--- config.mk ---
export PLATFORM = sky130hd
export DESIGN_NAME = pixel_dispatcher
export DESIGN_NICKNAME = d
export VERILOG_FILES = /design/src/rtl/pixel_dispatcher.sv
export SDC_FILE = /design/constraint.sdc
export NUM_CORES = 1
export LEC_CHECK = 0
export CAP_MARGIN = 10
export CORE_ASPECT_RATIO = 1.5
export CORE_MARGIN = 2
export CORE_UTILIZATION = 45
export CTS_BUF_LIST = sky130_fd_sc_hd__clkbuf_16
export DETAILED_ROUTE_END_ITERATION = 7
export GPL_ROUTABILITY_DRIVEN = 0
export MAX_ROUTING_LAYER = met4
export PLACE_DENSITY = 0.65
export SLEW_MARGIN = 10
export SYNTH_ARGS = -nofsm -noshare
export SYNTH_HDL_FRONTEND = slang
export SYNTH_SLANG_ARGS = --single-unit
--- constraint.sdc ---
create_clock -name clk -period 8 [get_ports clk]
set_input_delay 1.6 -clock clk [delete_from_list [all_inputs] [get_ports clk]]
set_output_delay 1.6 -clock clk [all_outputs]
set_load 0.02 [all_outputs]
--- src/rtl/pixel_dispatcher.sv ---
// pixel_dispatcher: hands x coordinates of the current line to NUM_ENGINES external depth
// engines, collects their tagged results in per-engine hold registers and drains them through
// a round-robin arbiter onto a valid/ready output stream. Runs one line per start, or a whole
// frame with automatic line advance.
//
// Ports:
//   clk, reset             system clock, synchronous active-high reset
//   start, frame_mode      begin a line (frame_mode=0) or a frame (frame_mode=1), IDLE only
//   busy                   high outside IDLE
//   line_done, frame_done  one-cycle pulses when a line / the last line of a frame completes
//   eng_start, eng_x       per-engine dispatch pulse and x (x held until the next dispatch)
//   eng_y                  current line, shared by all engines
//   eng_done, eng_depth    per-engine completion pulse and depth result
//   out_valid/out_ready    result stream handshake, with out_x, out_y, out_depth
//   protocol_err           sticky: completion seen from an engine that was not busy
module pixel_dispatcher #(
  parameter int unsigned SCREEN_WIDTH  = 640,
  parameter int unsigned SCREEN_HEIGHT = 480,
  parameter int unsigned NUM_ENGINES   = 5,
  parameter int unsigned DEPTH_WIDTH   = 10,
  parameter int unsigned X_WIDTH       = $clog2(SCREEN_WIDTH),
  parameter int unsigned Y_WIDTH       = $clog2(SCREEN_HEIGHT)
) (
  input  logic                               clk,
  input  logic                               reset,
  input  logic                               start,
  input  logic                               frame_mode,
  output logic                               busy,
  output logic                               line_done,
  output logic                               frame_done,
  output logic [NUM_ENGINES-1:0]             eng_start,
  output logic [NUM_ENGINES*X_WIDTH-1:0]     eng_x,
  output logic [Y_WIDTH-1:0]                 eng_y,
  input  logic [NUM_ENGINES-1:0]             eng_done,
  input  logic [NUM_ENGINES*DEPTH_WIDTH-1:0] eng_depth,
  output logic                               out_valid,
  input  logic                               out_ready,
  output logic [X_WIDTH-1:0]                 out_x,
  output logic [Y_WIDTH-1:0]                 out_y,
  output logic [DEPTH_WIDTH-1:0]             out_depth,
  output logic                               protocol_err
);

  // next_x must be able to hold SCREEN_WIDTH itself, hence one extra bit.
  localparam int unsigned NX_W = X_WIDTH + 1;
  localparam int unsigned RR_W = (NUM_ENGINES > 1) ? $clog2(NUM_ENGINES) : 1;

  localparam logic [NX_W-1:0]    X_END   = NX_W'(SCREEN_WIDTH);
  localparam logic [Y_WIDTH-1:0] Y_LAST  = Y_WIDTH'(SCREEN_HEIGHT - 1);
  localparam logic [RR_W-1:0]    RR_LAST = RR_W'(NUM_ENGINES - 1);

  typedef enum logic [1:0] {StIdle, StRun, StDrain} state_e;
  typedef enum logic [1:0] {EngFree, EngBusy, EngHold} eng_state_e;

  state_e             state_q, state_d;
  eng_state_e         eng_st_q     [NUM_ENGINES];
  logic [X_WIDTH-1:0] x_q          [NUM_ENGINES];
  logic [X_WIDTH-1:0] hold_x_q     [NUM_ENGINES];
  logic [DEPTH_WIDTH-1:0] hold_depth_q [NUM_ENGINES];

  logic [NX_W-1:0]        next_x_q, next_x_d;
  logic [Y_WIDTH-1:0]     eng_y_q, eng_y_d;
  logic                   frame_mode_q;
  logic [RR_W-1:0]        rr_q;
  logic                   out_valid_q;
  logic [X_WIDTH-1:0]     out_x_q;
  logic [Y_WIDTH-1:0]     out_y_q;
  logic [DEPTH_WIDTH-1:0] out_depth_q;
  logic                   protocol_err_q;

  logic [NUM_ENGINES-1:0] is_free, is_busy, is_hold;
  logic                   dispatch_en;
  logic [RR_W-1:0]        dispatch_idx;
  logic                   sel_en;
  logic [RR_W-1:0]        sel_idx;
  logic                   out_load;
  logic                   drain_done;

  always_comb begin
    is_free = '0;
    is_busy = '0;
    is_hold = '0;
    for (int i = 0; i < NUM_ENGINES; i++) begin
      is_free[i] = (eng_st_q[i] == EngFree);
      is_busy[i] = (eng_st_q[i] == EngBusy);
      is_hold[i] = (eng_st_q[i] == EngHold);
    end
  end

  // Lowest-index free engine takes the next pixel, at most one per cycle.
  always_comb begin
    dispatch_en  = 1'b0;
    dispatch_idx = '0;
    if (state_q == StRun && next_x_q < X_END) begin
      for (int i = 0; i < NUM_ENGINES; i++) begin
        if (!dispatch_en && is_free[i]) begin
          dispatch_en  = 1'b1;
          dispatch_idx = RR_W'(i);
        end
      end
    end
  end

  // Round-robin: first pass covers engines at or after the pointer, second pass wraps.
  always_comb begin
    sel_en  = 1'b0;
    sel_idx = '0;
    for (int i = 0; i < NUM_ENGINES; i++) begin
      if (!sel_en && is_hold[i] && RR_W'(i) >= rr_q) begin
        sel_en  = 1'b1;
        sel_idx = RR_W'(i);
      end
    end
    for (int i = 0; i < NUM_ENGINES; i++) begin
      if (!sel_en && is_hold[i]) begin
        sel_en  = 1'b1;
        sel_idx = RR_W'(i);
      end
    end
  end

  assign out_load   = sel_en && (!out_valid_q || out_ready);
  assign drain_done = (state_q == StDrain) && (&is_free) && !out_valid_q;

  // Top FSM: state register.
  always_ff @(posedge clk) begin
    if (reset) begin
      state_q <= StIdle;
    end else begin
      state_q <= state_d;
    end
  end

  // Top FSM: next state.
  always_comb begin
    state_d = state_q;
    case (state_q)
      StIdle:  if (start) state_d = StRun;
      StRun:   if (next_x_q == X_END) state_d = StDrain;
      StDrain: begin
        if (drain_done) begin
          state_d = (frame_mode_q && eng_y_q != Y_LAST) ? StRun : StIdle;
        end
      end
      default: state_d = StIdle;
    endcase
  end

  // Top FSM: outputs. eng_x bypasses next_x so the coordinate is valid with its pulse.
  always_comb begin
    busy       = (state_q != StIdle);
    line_done  = drain_done;
    frame_done = drain_done && (eng_y_q == Y_LAST);
    eng_start  = '0;
    eng_x      = '0;
    for (int i = 0; i < NUM_ENGINES; i++) begin
      eng_start[i] = dispatch_en && (dispatch_idx == RR_W'(i));
      eng_x[i*X_WIDTH +: X_WIDTH] = (dispatch_en && (dispatch_idx == RR_W'(i))) ?
                                    next_x_q[X_WIDTH-1:0] : x_q[i];
    end
  end

  // Line / pixel counters.
  always_comb begin
    next_x_d = next_x_q;
    eng_y_d  = eng_y_q;
    if (state_q == StIdle && start) begin
      next_x_d = '0;
    end else if (dispatch_en) begin
      next_x_d = next_x_q + NX_W'(1);
    end else if (drain_done) begin
      next_x_d = '0;
    end
    if (drain_done) begin
      eng_y_d = (eng_y_q == Y_LAST) ? '0 : eng_y_q + Y_WIDTH'(1);
    end
  end

  always_ff @(posedge clk) begin
    if (reset) begin
      next_x_q       <= '0;
      eng_y_q        <= '0;
      frame_mode_q   <= 1'b0;
      rr_q           <= '0;
      out_valid_q    <= 1'b0;
      out_x_q        <= '0;
      out_y_q        <= '0;
      out_depth_q    <= '0;
      protocol_err_q <= 1'b0;
    end else begin
      next_x_q       <= next_x_d;
      eng_y_q        <= eng_y_d;
      protocol_err_q <= protocol_err_q | (|(eng_done & ~is_busy));
      if (state_q == StIdle && start) begin
        frame_mode_q <= frame_mode;
      end
      if (out_load) begin
        out_valid_q <= 1'b1;
        out_x_q     <= hold_x_q[sel_idx];
        out_y_q     <= eng_y_q;
        out_depth_q <= hold_depth_q[sel_idx];
        rr_q        <= (sel_idx == RR_LAST) ? '0 : sel_idx + RR_W'(1);
      end else if (out_ready) begin
        out_valid_q <= 1'b0;
      end
    end
  end

  // Per-engine FREE -> BUSY -> HOLD -> FREE. A HOLD engine is only released by the arbiter,
  // so backpressure naturally stops dispatch to it.
  always_ff @(posedge clk) begin
    if (reset) begin
      for (int i = 0; i < NUM_ENGINES; i++) begin
        eng_st_q[i]     <= EngFree;
        x_q[i]          <= '0;
        hold_x_q[i]     <= '0;
        hold_depth_q[i] <= '0;
      end
    end else begin
      for (int i = 0; i < NUM_ENGINES; i++) begin
        case (eng_st_q[i])
          EngFree: begin
            if (dispatch_en && dispatch_idx == RR_W'(i)) begin
              eng_st_q[i] <= EngBusy;
              x_q[i]      <= next_x_q[X_WIDTH-1:0];
            end
          end
          EngBusy: begin
            if (eng_done[i]) begin
              eng_st_q[i]     <= EngHold;
              hold_x_q[i]     <= x_q[i];
              hold_depth_q[i] <= eng_depth[i*DEPTH_WIDTH +: DEPTH_WIDTH];
            end
          end
          EngHold: begin
            if (out_load && sel_idx == RR_W'(i)) begin
              eng_st_q[i] <= EngFree;
            end
          end
          default: eng_st_q[i] <= EngFree;
        endcase
      end
    end
  end

  assign eng_y        = eng_y_q;
  assign out_valid    = out_valid_q;
  assign out_x        = out_x_q;
  assign out_y        = out_y_q;
  assign out_depth    = out_depth_q;
  assign protocol_err = protocol_err_q;

endmodule

==> impl_results.md <==
* Status: finished, final reports clean
* CP max-delay cell: or4_1
* Number of top-level pins at 158
* Pin count of the biggest net entering global routing at 101
* Power Density at 286 mW/mm2
* Drt via density at 5.61
* CP endpoint kind: output pin
* Slew headroom at 27.0%
* Sequence of cells on the critical path: o21ai_0, nand3_1, or4_1, clkinv_1, nand2_1, nand2_1, clkdlybuf4s50_1
* Final instance area at 0.0128 mm2
* Highest-count cells in the layout ignoring fill and taps: edfxtp_1 (159), clkdlybuf4s50_1 (156), and2_1 (110)
* Req. time, crit path at 6.40 ns
* Hpwl dp at 18.9 mm
* CORE AREA at 0.0229 mm2
* Final setup violation count at 0
* Worst slew pin tran at 1.09 ns
* Minimum clock period at 4.88 ns
* Post-synth ARST share at 0%
* Main synth FF type: edfxtp_1
* # clock sinks at 217
* Synth Cell Area at 0.0104 mm2
* Placement Rows at 68
* Clk root buf: clkbuf_16
* CP top delay family: simple AND/OR/NAND/NOR gates
* Clock Path Buffers at 3
* Final Cycle Share at 61.0%
* PostCTS Resize Cnt at 0
* Yosys top cell by area: edfxtp_1
* CTS tree: built
* Post-synth top area share at 45.9%
* Worst setup SP type: flip-flop
* Hold Violations, Final at 0
* Final WS setup at 3.12 ns
* Gr usage total at 23.8%
* Buf/Inv on CP at 2
* Worst slack at placement at 3.70 ns
* Final Max Slew Viols at 0
* Die Height at 190 um
* Hold/Removal Path Class: reg -> reg
* H-tree depth at 1
* Clock transition at path regs at 0.07 ns
* Placed Area at 0.0121 mm2
* Vias in the first global route at 7818
* Max_cap viols at 0
* Syn Area/Cell at 10.6 um2
* Die W at 128 um
* Vias at 7830
* Hold_ws at 0.455 ns
* Starting DRC count in detailed routing at 589
* Number of synthesized flops with an enable pin at 159
* Seq/Total Area, Yosys at 57.1%
* Critical path's largest stage delay at 0.70 ns
* RSZ-0062 raised after global routing: false
* Fillers at 2054
* Mapped Cells at 982
* VDD IR max at 0.138 mV
* Pwr Total at 0.00366 W
* Port buffer count at 157
* Post-CTS Setup Bufs at 0
* Global-route wire length before repair at 44.0 mm
* Setup TNS at 0 ns
* Initial antenna violation count at 1
* Final WL at 28.3 mm
* NumNets Final at 1166
* DRC at 0
* Initial Util at 45.4%
* Top post-synthesis cells by area: edfxtp_1 (46%), dfxtp_1 (11%), and2_1 (6.6%)
* Num CTS Buffers at 22
* Die ar. at 0.0244 mm2
* Arrival time at the worst endpoint at 3.28 ns
* Area Growth Syn to Fin at 23.1%
* Warning count from the yosys run at 0
* Cell variety after synth at 56
* Most common cell after layout, fill and taps aside: edfxtp_1
* First-pass DRT Iterations at 5
* Yosys reg bits at 217
* Clock skew at 0.00810 ns
* Syn_nets at 1050
* Crit Path Category: reg -> out
* Avg WL per Cell at 20.3 um
* Clk_lat worst skew at 0.50 ns
* Worst path most repeated cell: nand2_1
* Layout cell share with drive strength beyond 1 at 7.27%
* Hold_buf cts at 0
* Fmax at 205 MHz
* Final ANT Viol Nets at 0
* Leak Pwr at 4.82 nW
* Crit path max fanout at 14
* GRT Residual Overflow at 0
==> stage by stage <==
step | std cells | util (%)
after floorplan | 982 | -
after global placement | 1354 | 52.8
after detailed placement | 1354 | 52.8
after CTS | 1394 | 55.9
after global routing | 1395 | 55.9
final | 1395 | 55.9
==> routing by layer <==
layer / vias to the layer above / track usage [%] / wire (um)
li1: 3748 / - / -
met1: 3799 / 30.0 / 12000
met2: 235 / 40.8 / 14300
met3: 48 / 2.70 / 1260
met4: 0 / 6.55 / 671
met5: - / - / 0
==> final cells by class <==
type	instances	area (um2)	share of cell area, %
Tap cell	280	350	2.74
Sequential cell	217	5940	46.4
Antenna cell	1	2.50	0.0196
Timing Repair Buffer	162	1600	12.5
Inverter	30	113	0.880
Clock inverter	17	134	1.05
Multi-Input combinational cell	665	4090	31.9
Clock buffer	23	576	4.50
==> registers in the layout (all words and copies together) (netlist names) <==
| name | flops |
|---|---|
| eng_y | 9 |
| out_depth | 10 |
| frame_mode_q | 1 |
| out_valid | 1 |
| out_x | 10 |
| x_q | 50 |
| out_y | 9 |
| eng_st_q | 10 |
| protocol_err | 1 |
| rr_q | 3 |
| hold_x_q | 50 |
| state_q | 2 |
| hold_depth_q | 50 |
| next_x_q | 11 |
==> report_power, final <==
group | switching (W) | internal [W]
sequential | 0.0000883 | 0.00141
clock | 0.000429 | 0.000586
combinational | 0.000729 | 0.000419
==> tightest hold or removal path, cell delays in order (launching register included) <==
cell,delay (ns)
dfxtp_1,0.31
nand2_1,0.05
a21oi_1,0.05
==> synthesized netlist by cell type (all sizes together) (8+ instances only) <==
master    n
nand2b   18
inv      28
mux2     28
a21oi    56
edfxtp  159
dfxtp    58
nor2     39
nand2    99
ha        8
o21ai    42
buf      13
nand3    27
clkbuf   57
and2    110
o211ai   39
and3     61
or2       9
a21boi   40
==> logic make-up after synthesis <==
family,share of synthesized area [%]
flops,57.1
fa+ha+maj,0.963
mux,3.03
simple gates,21.5
buf+inv,3.75
xor+xnor,0.590
compound gates,13.1
==> final timing paths <==
path,startpoint,to,slack [ns],depth (start not counted)
worst max-delay path,next_x_q[7],eng_x[14],3.12,7
worst max register to register,eng_st_q[4][1],eng_st_q[3][1],4.10,9
worst min-delay path,out_y[7],out_y[7],0.46,2
worst min register to register,out_y[7],out_y[7],0.46,2
(Power assumes the default switching activity.)
